File: config.mk
export PLATFORM = sky130hd
export DESIGN_NAME = dmem_responder
export DESIGN_NICKNAME = d
export VERILOG_FILES = /design/src/rtl/dmem_responder.sv
export SDC_FILE = /design/constraint.sdc
export NUM_CORES = 1
export LEC_CHECK = 0
export ABC_CLOCK_PERIOD_IN_PS = 3600
export CORE_AREA = 2 2 280 282
export CTS_BUF_LIST = sky130_fd_sc_hd__clkbuf_16
export CTS_CLUSTER_SIZE = 24
export DETAILED_ROUTE_END_ITERATION = 12
export DIE_AREA = 0 0 282 284
export GPL_TIMING_DRIVEN = 0
export PLACE_DENSITY = 0.69
export SLEW_MARGIN = 20
export SYNTH_ARGS = -nofsm -noshare
export SYNTH_HDL_FRONTEND = slang
export SYNTH_SLANG_ARGS = --single-unit
File: constraint.sdc
create_clock -name clk_i -period 3.6 [get_ports clk_i]
set_input_delay 0.9 -clock clk_i [delete_from_list [all_inputs] [get_ports clk_i]]
set_output_delay 0.9 -clock clk_i [all_outputs]
set_load 0.1 [all_outputs]
File: src/rtl/dmem_responder.sv
// dmem_responder: wait-state data-memory responder with error checking.
// Serves word reads and byte-masked writes from an internal RAM of DEPTH words.
module dmem_responder #(
    parameter int DEPTH       = 32,
    parameter int WAIT_STATES = 0
) (
    input  logic        clk_i,
    input  logic        rst_n_i,
    input  logic [31:0] d_addr_i,
    input  logic [31:0] d_data_i,
    input  logic [3:0]  d_be_i,
    input  logic        d_rd_i,
    input  logic        d_wr_i,
    output logic [31:0] d_data_o,
    output logic        d_rdy_o,
    output logic        d_err_o,
    output logic        d_busy_o
);
    localparam int AW = $clog2(DEPTH);
    localparam logic [32:0] DEPTH_W = 33'(DEPTH);

    typedef enum logic [1:0] {IDLE, WAIT, RESP} state_t;

    state_t      state_q, state_d;
    logic [3:0]  cnt_q, cnt_d;
    logic [31:0] addr_q, addr_d, wdata_q, wdata_d, rdata_q, rdata_d;
    logic [3:0]  be_q, be_d;
    logic        rd_q, rd_d, wr_q, wr_d;
    logic        rdy_q, rdy_d, err_q, err_d, busy_q, busy_d;
    logic [31:0] mem [DEPTH];

    logic          idle, req, go, bad, we, r, w;
    logic [31:0]   a, wd;
    logic [3:0]    b;
    logic [AW-1:0] idx;

    always_comb begin
        idle    = state_q == IDLE;
        // With no wait states the access happens on the capture edge, so use the live inputs
        a       = idle ? d_addr_i : addr_q;
        wd      = idle ? d_data_i : wdata_q;
        b       = idle ? d_be_i : be_q;
        r       = idle ? d_rd_i : rd_q;
        w       = idle ? d_wr_i : wr_q;
        idx     = a[AW+1:2];
        req     = idle && (d_rd_i || d_wr_i);
        go      = (req && WAIT_STATES == 0) || (state_q == WAIT && cnt_q == 4'd1);
        bad     = (a[1:0] != 2'b00) || ({3'b000, a[31:2]} >= DEPTH_W) || (r && w);
        we      = go && w && !bad;
        state_d = go ? RESP : req ? WAIT : state_q == RESP ? IDLE : state_q;
        cnt_d   = (req && !go) ? 4'(WAIT_STATES) : state_q == WAIT ? cnt_q - 4'd1 : cnt_q;
        addr_d  = req ? d_addr_i : addr_q;
        wdata_d = req ? d_data_i : wdata_q;
        be_d    = req ? d_be_i : be_q;
        rd_d    = req ? d_rd_i : rd_q;
        wr_d    = req ? d_wr_i : wr_q;
        rdy_d   = go;
        err_d   = go && bad;
        rdata_d = (go && r && !bad) ? mem[idx] : 32'h0;
        busy_d  = state_d != IDLE;
    end

    always_ff @(posedge clk_i or negedge rst_n_i) begin
        if (!rst_n_i) begin
            state_q <= IDLE;
            cnt_q   <= 4'd0;
            addr_q  <= 32'h0;
            wdata_q <= 32'h0;
            be_q    <= 4'h0;
            rd_q    <= 1'b0;
            wr_q    <= 1'b0;
            rdata_q <= 32'h0;
            rdy_q   <= 1'b0;
            err_q   <= 1'b0;
            busy_q  <= 1'b0;
        end else begin
            state_q <= state_d;
            cnt_q   <= cnt_d;
            addr_q  <= addr_d;
            wdata_q <= wdata_d;
            be_q    <= be_d;
            rd_q    <= rd_d;
            wr_q    <= wr_d;
            rdata_q <= rdata_d;
            rdy_q   <= rdy_d;
            err_q   <= err_d;
            busy_q  <= busy_d;
        end
    end

    // RAM has no reset; gating with rst_n_i keeps an aborted write from landing
    always_ff @(posedge clk_i) begin
        if (we && rst_n_i)
            for (int i = 0; i < 4; i++)
                if (b[i]) mem[idx][8*i +: 8] <= wd[8*i +: 8];
    end

    assign d_data_o = rdata_q;
    assign d_rdy_o  = rdy_q;
    assign d_err_o  = err_q;
    assign d_busy_o = busy_q;
endmodule

Yosys cells after proc, flatten, opt, wreduce, memory -nomap -nowiden:

Memory sizes are Yosys's and may differ from the RTL's.
Cells that the tools add are included.

* flip-flop bits (word level): 111
* latch bits: 0
* memory bits (writable): 1024
* memory bits (read-only): 0
* bits of input ports: 72
* output and inout port bits: 35
* logic and storage cells: 60
* memories kept: 1

* add/subtract/negate cells: 1
* $mul: 0
* divide/modulo/power cells: 0
* magnitude comparators: 1
* equality and inequality tests: 3
* shift-type cells: 0
* multiplexer cells: 23
* bitwise operators: 0
* reduce and logical (&&, ||, !) cells: 20

Memories
* mem: depth 32, width 32, read ports 1, clocked after memory_dff 0, wr ports 1, line 30 `logic [31:0] mem [DEPTH];`

Operator list (count)
* 32-bit 2-to-1 mux: 3
* 30-bit by 6-bit >= comparator with 1-bit output (second input constant): 1
* 1-bit 2-to-1 mux: 14
* 4-bit 2-to-1 mux: 3
* 1-bit logical AND: 10
* 2-bit 2-to-1 mux: 3
* 2-bit nonzero test: 3
* 4-bit by 1-bit equality test with 1-bit output (second input constant): 1
* 1-bit logical OR: 4
* 4-bit by 1-bit subtractor with 4-bit output (second input constant): 1
* 2-bit by 1-bit equality test with 1-bit output (second input constant): 1
* 2-bit equality test (second input constant): 1
* 1-bit zero test: 2
* 2-bit zero test: 1

Depth between registers and ports, before layout:

Gate-level depths: netlist of run 1.

* depth in word-level cells: 10
* gate-level depth with buffers: 11
* mapped depth without buffers: 7

Least setup slack after synthesis of run 1:

Ideal clock, no wire load.

* kind: input port to flip-flop
* from: input d_addr_i[8]
* to: memory mem[10][0] (enable)
* library setup time: 370 ps
* arrival time: 2672 ps
* data required time: 3230 ps
* slack: 557 ps
* stages on the path: 7
* buffers on the path: 1
* cell sequence: or4_1 > nor2_1 > and2_1 > o2111ai_2 > a21o_4 > buf_6 > nor2_1

* word-level cells in the longest chain between the ends: 9

Ends and longest elaborated chain
* start: declaration: line 9 `input logic [31:0] d_addr_i,`
* 32-bit 2-to-1 mux: line 40 `a = idle ? d_addr_i : addr_q;`
* 30-bit by 6-bit >= comparator with 1-bit output: line 48 `bad = (a[1:0] != 2'b00) || ({3'b000, a[31:2]} >= DEPTH_W) || (r && w);`
* 1-bit logical OR (2 in a row): line 48
* 1-bit zero test: line 49 `we = go && w && !bad;`
* 1-bit logical AND: line 49
* 1-bit logical AND: line 93 `if (we && rst_n_i)`
* 1-bit 2-to-1 mux: line 93
* 1-bit 2-to-1 mux (not written as such): line 95 `if (b[i]) mem[idx][8*i +: 8] <= wd[8*i +: 8];`
* end: declaration: line 30

Every way passes these cells.

Worst setup path in the final report of run 1:

* from: input d_addr_i[3]
* to: memory mem[30][21] (enable)

* word-level cells in the longest chain between the ends: 9

Ends and longest elaborated chain (line)
* 32-bit 2-to-1 mux (*): 40
* 30-bit by 6-bit >= comparator with 1-bit output: 48
* 1-bit logical OR (2 in a row): 48
* 1-bit zero test: 49
* 1-bit logical AND: 49
* 1-bit logical AND: 93
* 1-bit 2-to-1 mux: 93
* 1-bit 2-to-1 mux (not written as such): 95

Mark *: on every way between the ends. The rest lies on a longest branch, timed or not.

==> results of run 1 <==
## Yosys cell counts, types with 3 or more instances
cell | n | area share (%)
nor3_1 | 3 | 0.036
clkbuf_1 | 40 | 0.36
a31oi_1 | 3 | 0.045
a22oi_1 | 20 | 0.36
nor2_1 | 138 | 1.2
nand2b_1 | 3 | 0.045
buf_2 | 113 | 1.3
inv_1 | 7 | 0.062
o21a_1 | 3 | 0.053
and2_1 | 5 | 0.074
o21ai_0 | 249 | 3.0
mux2_2 | 67 | 1.8
nor4_1 | 11 | 0.16
a21o_4 | 4 | 0.14
nor3_2 | 29 | 0.69
o22ai_1 | 496 | 7.4
buf_6 | 16 | 0.43
nand4_1 | 62 | 0.92
edfxtp_1 | 1024 | 73
o21ai_1 | 9 | 0.11
dfrtp_1 | 111 | 6.6
buf_4 | 3 | 0.053
nand2_1 | 157 | 1.4
or4_1 | 3 | 0.053
## state kept, by name (all words and copies together) (netlist names), 2 cells and up
signal	count
be_q	4
wdata_q	32
cnt_q	4
state_q	2
addr_q	32
mem	1024
d_data_o	32
## final cells by class
cell class	count	area, um^2
antenna	3	7.51
buffer	174	940
clock buffer	111	2780
clock inverter	87	686
fill	5338	28200
inverter	7	26.3
multi-input combinational	1295	8380
sequential	1135	33500
tap	1040	1300
timing repair buffer	110	1140
## kinds of logic (layout without fill, tap and decap cells)
| logic type | after synthesis | after routing | share of synthesized area [%] |
|---|---|---|---|
| and+or+nand+nor | 427 | 427 | 4.92 |
| DFF | 1135 | 1135 | 79.5 |
| adders and majority gates | 2 | 2 | 0.0594 |
| other | 0 | 3 | 0 |
| xor gates and xnor gates | 3 | 3 | 0.0624 |
| muxes | 68 | 68 | 1.81 |
| AOI/OAI and AO/OA | 795 | 795 | 11.3 |
| buffers and inverters | 183 | 489 | 2.28 |
## metrics by stage
stage	TNS, ns	cells	hold WS (ns)
after floorplan	0	2613	0.433
after global placement	-5444.81	3759	0.448
after detailed placement	-946.99	3763	0.465
after CTS	-0.154	3960	0.0760
after global routing	-5.00	3959	0.0942
final	-4.28	3962	0.0723
## worst reg2reg max path, delay by kind of cell (launching register included)
family	cells	cell delay, ns
and+or+nand+nor	4	1.62
buffers and inverters	4	1.10
DFF	1	0.40
AOI/OAI and AO/OA	1	0.22
## routing by layer
metal  GRT usage [%]  vias to the layer above
li1                -                    10900
met4            13.7                        2
met1            39.3                    13100
met3            8.61                      326
met5               0                        -
met2            48.9                     1836
## repair_timing
item / in CTS / in global routing
setup endpoints to repair: 919 / 811
gates resized for setup: 130 / 81
cloned: 0 / 0
endpoints found under the hold margin: 0 / 0
## placed cells by master, fill, tap and decap left out, types with 4 or more instances in the layout
master	n
edfxtp_1	1024
o22ai_1	496
o21ai_0	249
nand2_1	116
buf_2	112
dfrtp_1	111
clkbuf_16	111
clkdlybuf4s50_1	105
nor2_2	74
mux2_2	67
nand4_1	62
nor2_4	58
nand2_2	41
clkbuf_1	33
clkinv_1	33
inv_1	29
nor3_2	29
a22oi_1	20
buf_6	16
clkinv_2	13
bufinv_16	12
nor4_1	11
o21ai_1	9
nor2_1	7
clkbuf_2	6
clkinvlp_4	6
and2_1	5
a21o_4	4
buf_8	4
## power breakdown
group	internal, mW	switching, mW
Combinational	0.864	2.65
Clock	6.40	4.75
Sequential	15.0	0.0865
## path summary, 6_finish.rpt
check / from / endpoint / slack (ns)
hold / removal: rst_n_i / d_data_o[27]$_DFF_PN0_ / 0.07
setup / recovery: d_addr_i[3] / mem[30][21]$_DFFE_PP_ / -0.20
hold reg to reg: cnt_q[3]$_DFFE_PN0P_ / cnt_q[3]$_DFFE_PN0P_ / 0.48
setup reg to reg: state_q[1]$_DFF_PN0_ / mem[30][21]$_DFFE_PP_ / -0.13
min in group clk_i: cnt_q[3]$_DFFE_PN0P_ / cnt_q[3]$_DFFE_PN0P_ / 0.48
max in group asynchronous: rst_n_i / wdata_q[10]$_DFFE_PN0P_ / 2.75
==> results.py, run 1 <==
metrics = {
    "floorplanning": {
        "core_area_mm2": 0.0770,
        "die_h_um": 284,
        "rows": 102,
        "floorplan.initialDensity_pct": 54.8,
        "die_w_um": 282,
        "io_pins": 107,
        "dieArea_mm2": 0.0801,
    },
    "worst_setup_path": {
        "critPathMaxFanout": 10,
        "cp.required_ns": 3.89,
        "crit_slowest_cell": "nor2_1",
        "r2r_cells": 9,
        "path_delay_family": "simple AND/OR/NAND/NOR gates",
        "worstPathArrival_ns": 4.08,
        "crit_type": "input port to flip-flop",
        "worst-path-buf-inv": 2,
        "path_depth": 6,
        "crit_path_end_kind": "flip-flop",
        "slowest_delay_ns": 0.79,
        "startpoint_type": "input port",
        "crit_path_cell_trace": "clkdlybuf4s50_1, or4b_1, o21ai_1, buf_2, nand2_1, nor2_1",
    },
    "sta": {
        "rsz0062_at_grt": "yes",
        "slew_headroom_pct": 23.3,
        "fmaxAchievable_mhz": 263,
        "setup_slack_ns": -0.199,
        "min_period_over_period_pct": 106,
        "finalCriticalPeriod_ns": 3.80,
        "finalSetupViolCount": 24,
        "skew_ns": 0.0328,
        "tightest_slew_ns": 1.15,
        "hold_viol": 0,
        "drv_slew": 0,
    },
    "cts": {
        "clk_pin_slew_ns": 0.06,
        "cts.sinks": 1135,
        "cts_root_buffer": "clkbuf_16",
        "cts_setup_buffers": 0,
        "htree_levels": 3,
        "holdBufCountCts": 0,
        "numCtsBuffers": 108,
        "cts_tree": "done",
        "cts.path.max_buffers": 3,
        "clock_latency_ns": 0.68,
    },
    "synthesis": {
        "synthCells": 2613,
        "synthFlopType": "edfxtp_1",
        "seq_area_frac_synth_pct": 79.5,
        "ys_seq_elements": 1135,
        "yosysUniqueCellTypes": 52,
        "synth.net_count": 2687,
        "avgSynthCellArea_um2": 16.1,
        "synth_edf_count": 1024,
        "syn-cell-area_mm2": 0.0421,
        "yosys_warnings": 0,
        "async_flop_share_pct": 9.78,
    },
    "global_routing": {
        "grt_first_pass_wirelength_um": 174000,
        "antenna_found_initial": 2,
        "grtUsageTotal_pct": 30.6,
        "grt_remaining_overflow": 0,
        "grt_max_degree": 91,
        "grt_pass1_vias": 25600,
    },
    "cells_and_area": {
        "finalInstanceArea_mm2": 0.0488,
        "drive_above_1_share_pct": 19.5,
        "postLayoutCoreUtil_pct": 63.4,
        "layout.nets": 2905,
        "area_growth_pct": 15.8,
    },
    "drt": {
        "viasPerCell": 6.61,
        "wl_met2_um": 58600,
        "drtPass1Iterations": 8,
        "final_antenna_net_count": 0,
        "drt_iter0_drc": 4026,
        "vias": 26200,
        "wire_per_inst_um": 31.0,
        "maxUsedRoutingLayer": "met5",
        "routed_wl_um": 123000,
        "drc": 0,
        "wl_met1_um": 42900,
        "wl_met3_um": 15500,
    },
    "hold_path": {
        "hp-class": "input port to asynchronous set/reset pin",
    },
    "run_status": {
        "outcome": "complete, but fails checks",
        "violations": "negative setup slack",
    },
    "placement": {
        "port_buffers": 106,
        "hpwlAfterDp_um": 83300,
        "dpl_worst_slack_ns": -1.33,
        "dpl_cell_area_mm2": 0.0446,
        "place_congestion": 0.963,
    },
    "pwr": {
        "max-vdd-ir-drop_mv": 0.388,
        "p_per_area_mw_per_mm2": 609,
        "total_power_mw": 29.7,
        "leakage_nw": 15.5,
    },
    "job": {
        "maxCapViolCount": 0,
    },
}
Note: power is estimated with default switching activity, not from simulation.
==> inputs of run 2 (changes only) <==
- CAP_MARGIN: not set -> 20
==> run 2 against run 1 <==
Net effect: the run still ends with negative setup slack left; clock skew about the same; total power rose by 0.23%; sequential share of layout area about the same; wire length increased by 0.65%; first-iteration DRC count is 1.8% lower; flip-flop and latch count is the same; largest power group unchanged.
==> results.py, run 2 (synthesis results as in run 1) <==
metrics = {
    "global_routing": {
        "grt_remaining_overflow": 0,
        "grtUsageTotal_pct": 30.7,
        "grt_pass1_vias": 25800,
        "grt_max_degree": 91,
        "grt_first_pass_wirelength_um": 174000,
        "antenna_found_initial": 4,
    },
    "cts": {
        "cts_tree": "done",
        "clk_pin_slew_ns": 0.06,
        "holdBufCountCts": 0,
        "clock_latency_ns": 0.68,
        "numCtsBuffers": 109,
        "htree_levels": 3,
        "cts.sinks": 1135,
        "cts_root_buffer": "clkbuf_16",
        "cts.path.max_buffers": 3,
    },
    "drt": {
        "vias": 26400,
        "drtPass1Iterations": 6,
        "viasPerCell": 6.65,
        "drc": 0,
        "drt_iter0_drc": 3954,
        "routed_wl_um": 123000,
        "final_antenna_net_count": 0,
        "wire_per_inst_um": 31.1,
    },
    "sta": {
        "min_period_over_period_pct": 103,
        "drv_slew": 0,
        "tightest_slew_ns": 1.10,
        "skew_ns": 0.0332,
        "finalCriticalPeriod_ns": 3.72,
        "setup_slack_ns": -0.115,
        "fmaxAchievable_mhz": 269,
        "rsz0062_at_grt": "yes",
        "hold_viol": 0,
        "finalSetupViolCount": 123,
        "setup_tns_ns": -7.35,
        "slew_headroom_pct": 26.7,
    },
    "floorplanning": {
        "io_pins": 107,
        "dieArea_mm2": 0.0801,
        "die_w_um": 282,
        "die_h_um": 284,
        "core_area_mm2": 0.0770,
        "rows": 102,
        "floorplan.initialDensity_pct": 54.8,
    },
    "placement": {
        "hpwlAfterDp_um": 83600,
        "port_buffers": 106,
        "place_congestion": 0.963,
    },
    "worst_setup_path": {
        "startpoint": "d_addr_i[2]",
        "crit_path_end_kind": "flip-flop",
        "r2r_end": "mem[11][4]$_DFFE_PP_",
        "slowest_delay_ns": 0.66,
        "cp.required_ns": 3.90,
        "critPathMaxFanout": 10,
        "startpoint_type": "input port",
        "rrSetupSlack_ns": -0.06,
        "r2r_cells": 7,
        "crit_path_cell_trace": "clkdlybuf4s50_1, or4b_1, o21ai_1, buf_2, nand2_1, nor2_2",
        "r2r-start": "state_q[1]$_DFF_PN0_",
        "crit_slowest_cell": "nor2_2",
        "crit_type": "input port to flip-flop",
        "worstPathArrival_ns": 4.02,
    },
    "cells_and_area": {
        "layout_common_cells": "1024 x edfxtp_1, 496 x o22ai_1, 249 x o21ai_0",
        "n_fill_cell": 5380,
        "area_growth_pct": 15.7,
        "layout.nets": 2910,
        "postLayoutCoreUtil_pct": 63.4,
        "regMostFlops": "mem",
        "diodes": 0,
        "drive_above_1_share_pct": 19.4,
        "final_common_cell": "edfxtp_1",
        "largest_reg_flops": 1024,
    },
    "pwr": {
        "p_per_area_mw_per_mm2": 611,
        "total_power_mw": 29.8,
        "max-vdd-ir-drop_mv": 0.383,
        "leakage_nw": 15.6,
    },
    "run_status": {
        "outcome": "complete, but fails checks",
        "violations": "negative setup slack",
    },
    "job": {
        "maxCapViolCount": 0,
    },
    "hold_path": {
        "hp-class": "input port to asynchronous set/reset pin",
    },
}
[run 2: cell types whose count changed in the layout (fill, tap and decap cells not counted), sizes merged, moves of 2 or more]
| cell | before | now |
|---|---|---|
| diode | 3 | 0 |
| inv | 30 | 32 |
| clkinvlp | 6 | 1 |
| clkinv | 46 | 50 |
| buf | 138 | 142 |
[run 2: how the worst max path moves through the flow]
stage                       endpoint  slack, ns  cells after the start
2_1_floorplan   mem[10][0]$_DFFE_PP_       0.56                      7
6_report         mem[9][3]$_DFFE_PP_      -0.12                      6
3_3_place_gp   mem[31][29]$_DFFE_PP_      -5.16                      5
5_1_grt        mem[17][23]$_DFFE_PP_      -0.19                      8
3_5_place_dp    mem[6][18]$_DFFE_PP_      -1.33                      7
4_1_cts        mem[15][12]$_DFFE_PP_     -0.002                      7
[run 2: worst max-delay path, delay by kind of cell]
| family | cells | cell delay [ns] |
|---|---|---|
| buffers and inverters | 2 | 0.94 |
| and+or+nand+nor | 3 | 1.63 |
| AOI/OAI and AO/OA | 1 | 0.53 |
[run 2: cell type report]
cell class / instances / area, um^2 / area share, %
Sequential cell: 1135 / 33500 / 68.8
Multi-Input combinational cell: 1295 / 8290 / 17.0
Clock buffer: 110 / 2750 / 5.65
Tap cell: 1040 / 1300 / 2.67
Timing Repair Buffer: 114 / 1200 / 2.46
Buffer: 174 / 940 / 1.93
Clock inverter: 89 / 721 / 1.48
Inverter: 7 / 26.3 / 0.0539
[run 2: timing repair]
item	4_1_cts	5_1_grt
gates resized for setup	121	72
setup endpoints to repair	918	882
buffers inserted	0	0
gates cloned	0	0
pin swaps	0	0
[run 2: metal layers]
layer	share of wire (%)	global-route usage (%)	vias to the layer above
met5	0.015	0	-
met4	5.2	14.1	2
met3	12	8.00	337
met2	47	48.9	1790
met1	35	39.8	13300
li1	-	-	10900
[run 2: report_power, final]
group | internal, mW | switching, mW
clock network | 6.43 | 4.78
logic | 0.881 | 2.66
registers | 15.0 | 0.0838
[run 2: through the flow]
step                setup WS, ns  cell area [um^2]  std cells  hold slack (ns)
floorplan                  0.557             42100       2613            0.433
global placement           -5.16             44500       3759            0.448
finish                    -0.115             48800       3964           0.0740
global route              -0.192             48800       3964           0.0808
CTS                     -0.00222             48400       3963           0.0735
detailed placement         -1.33             44600       3766            0.470
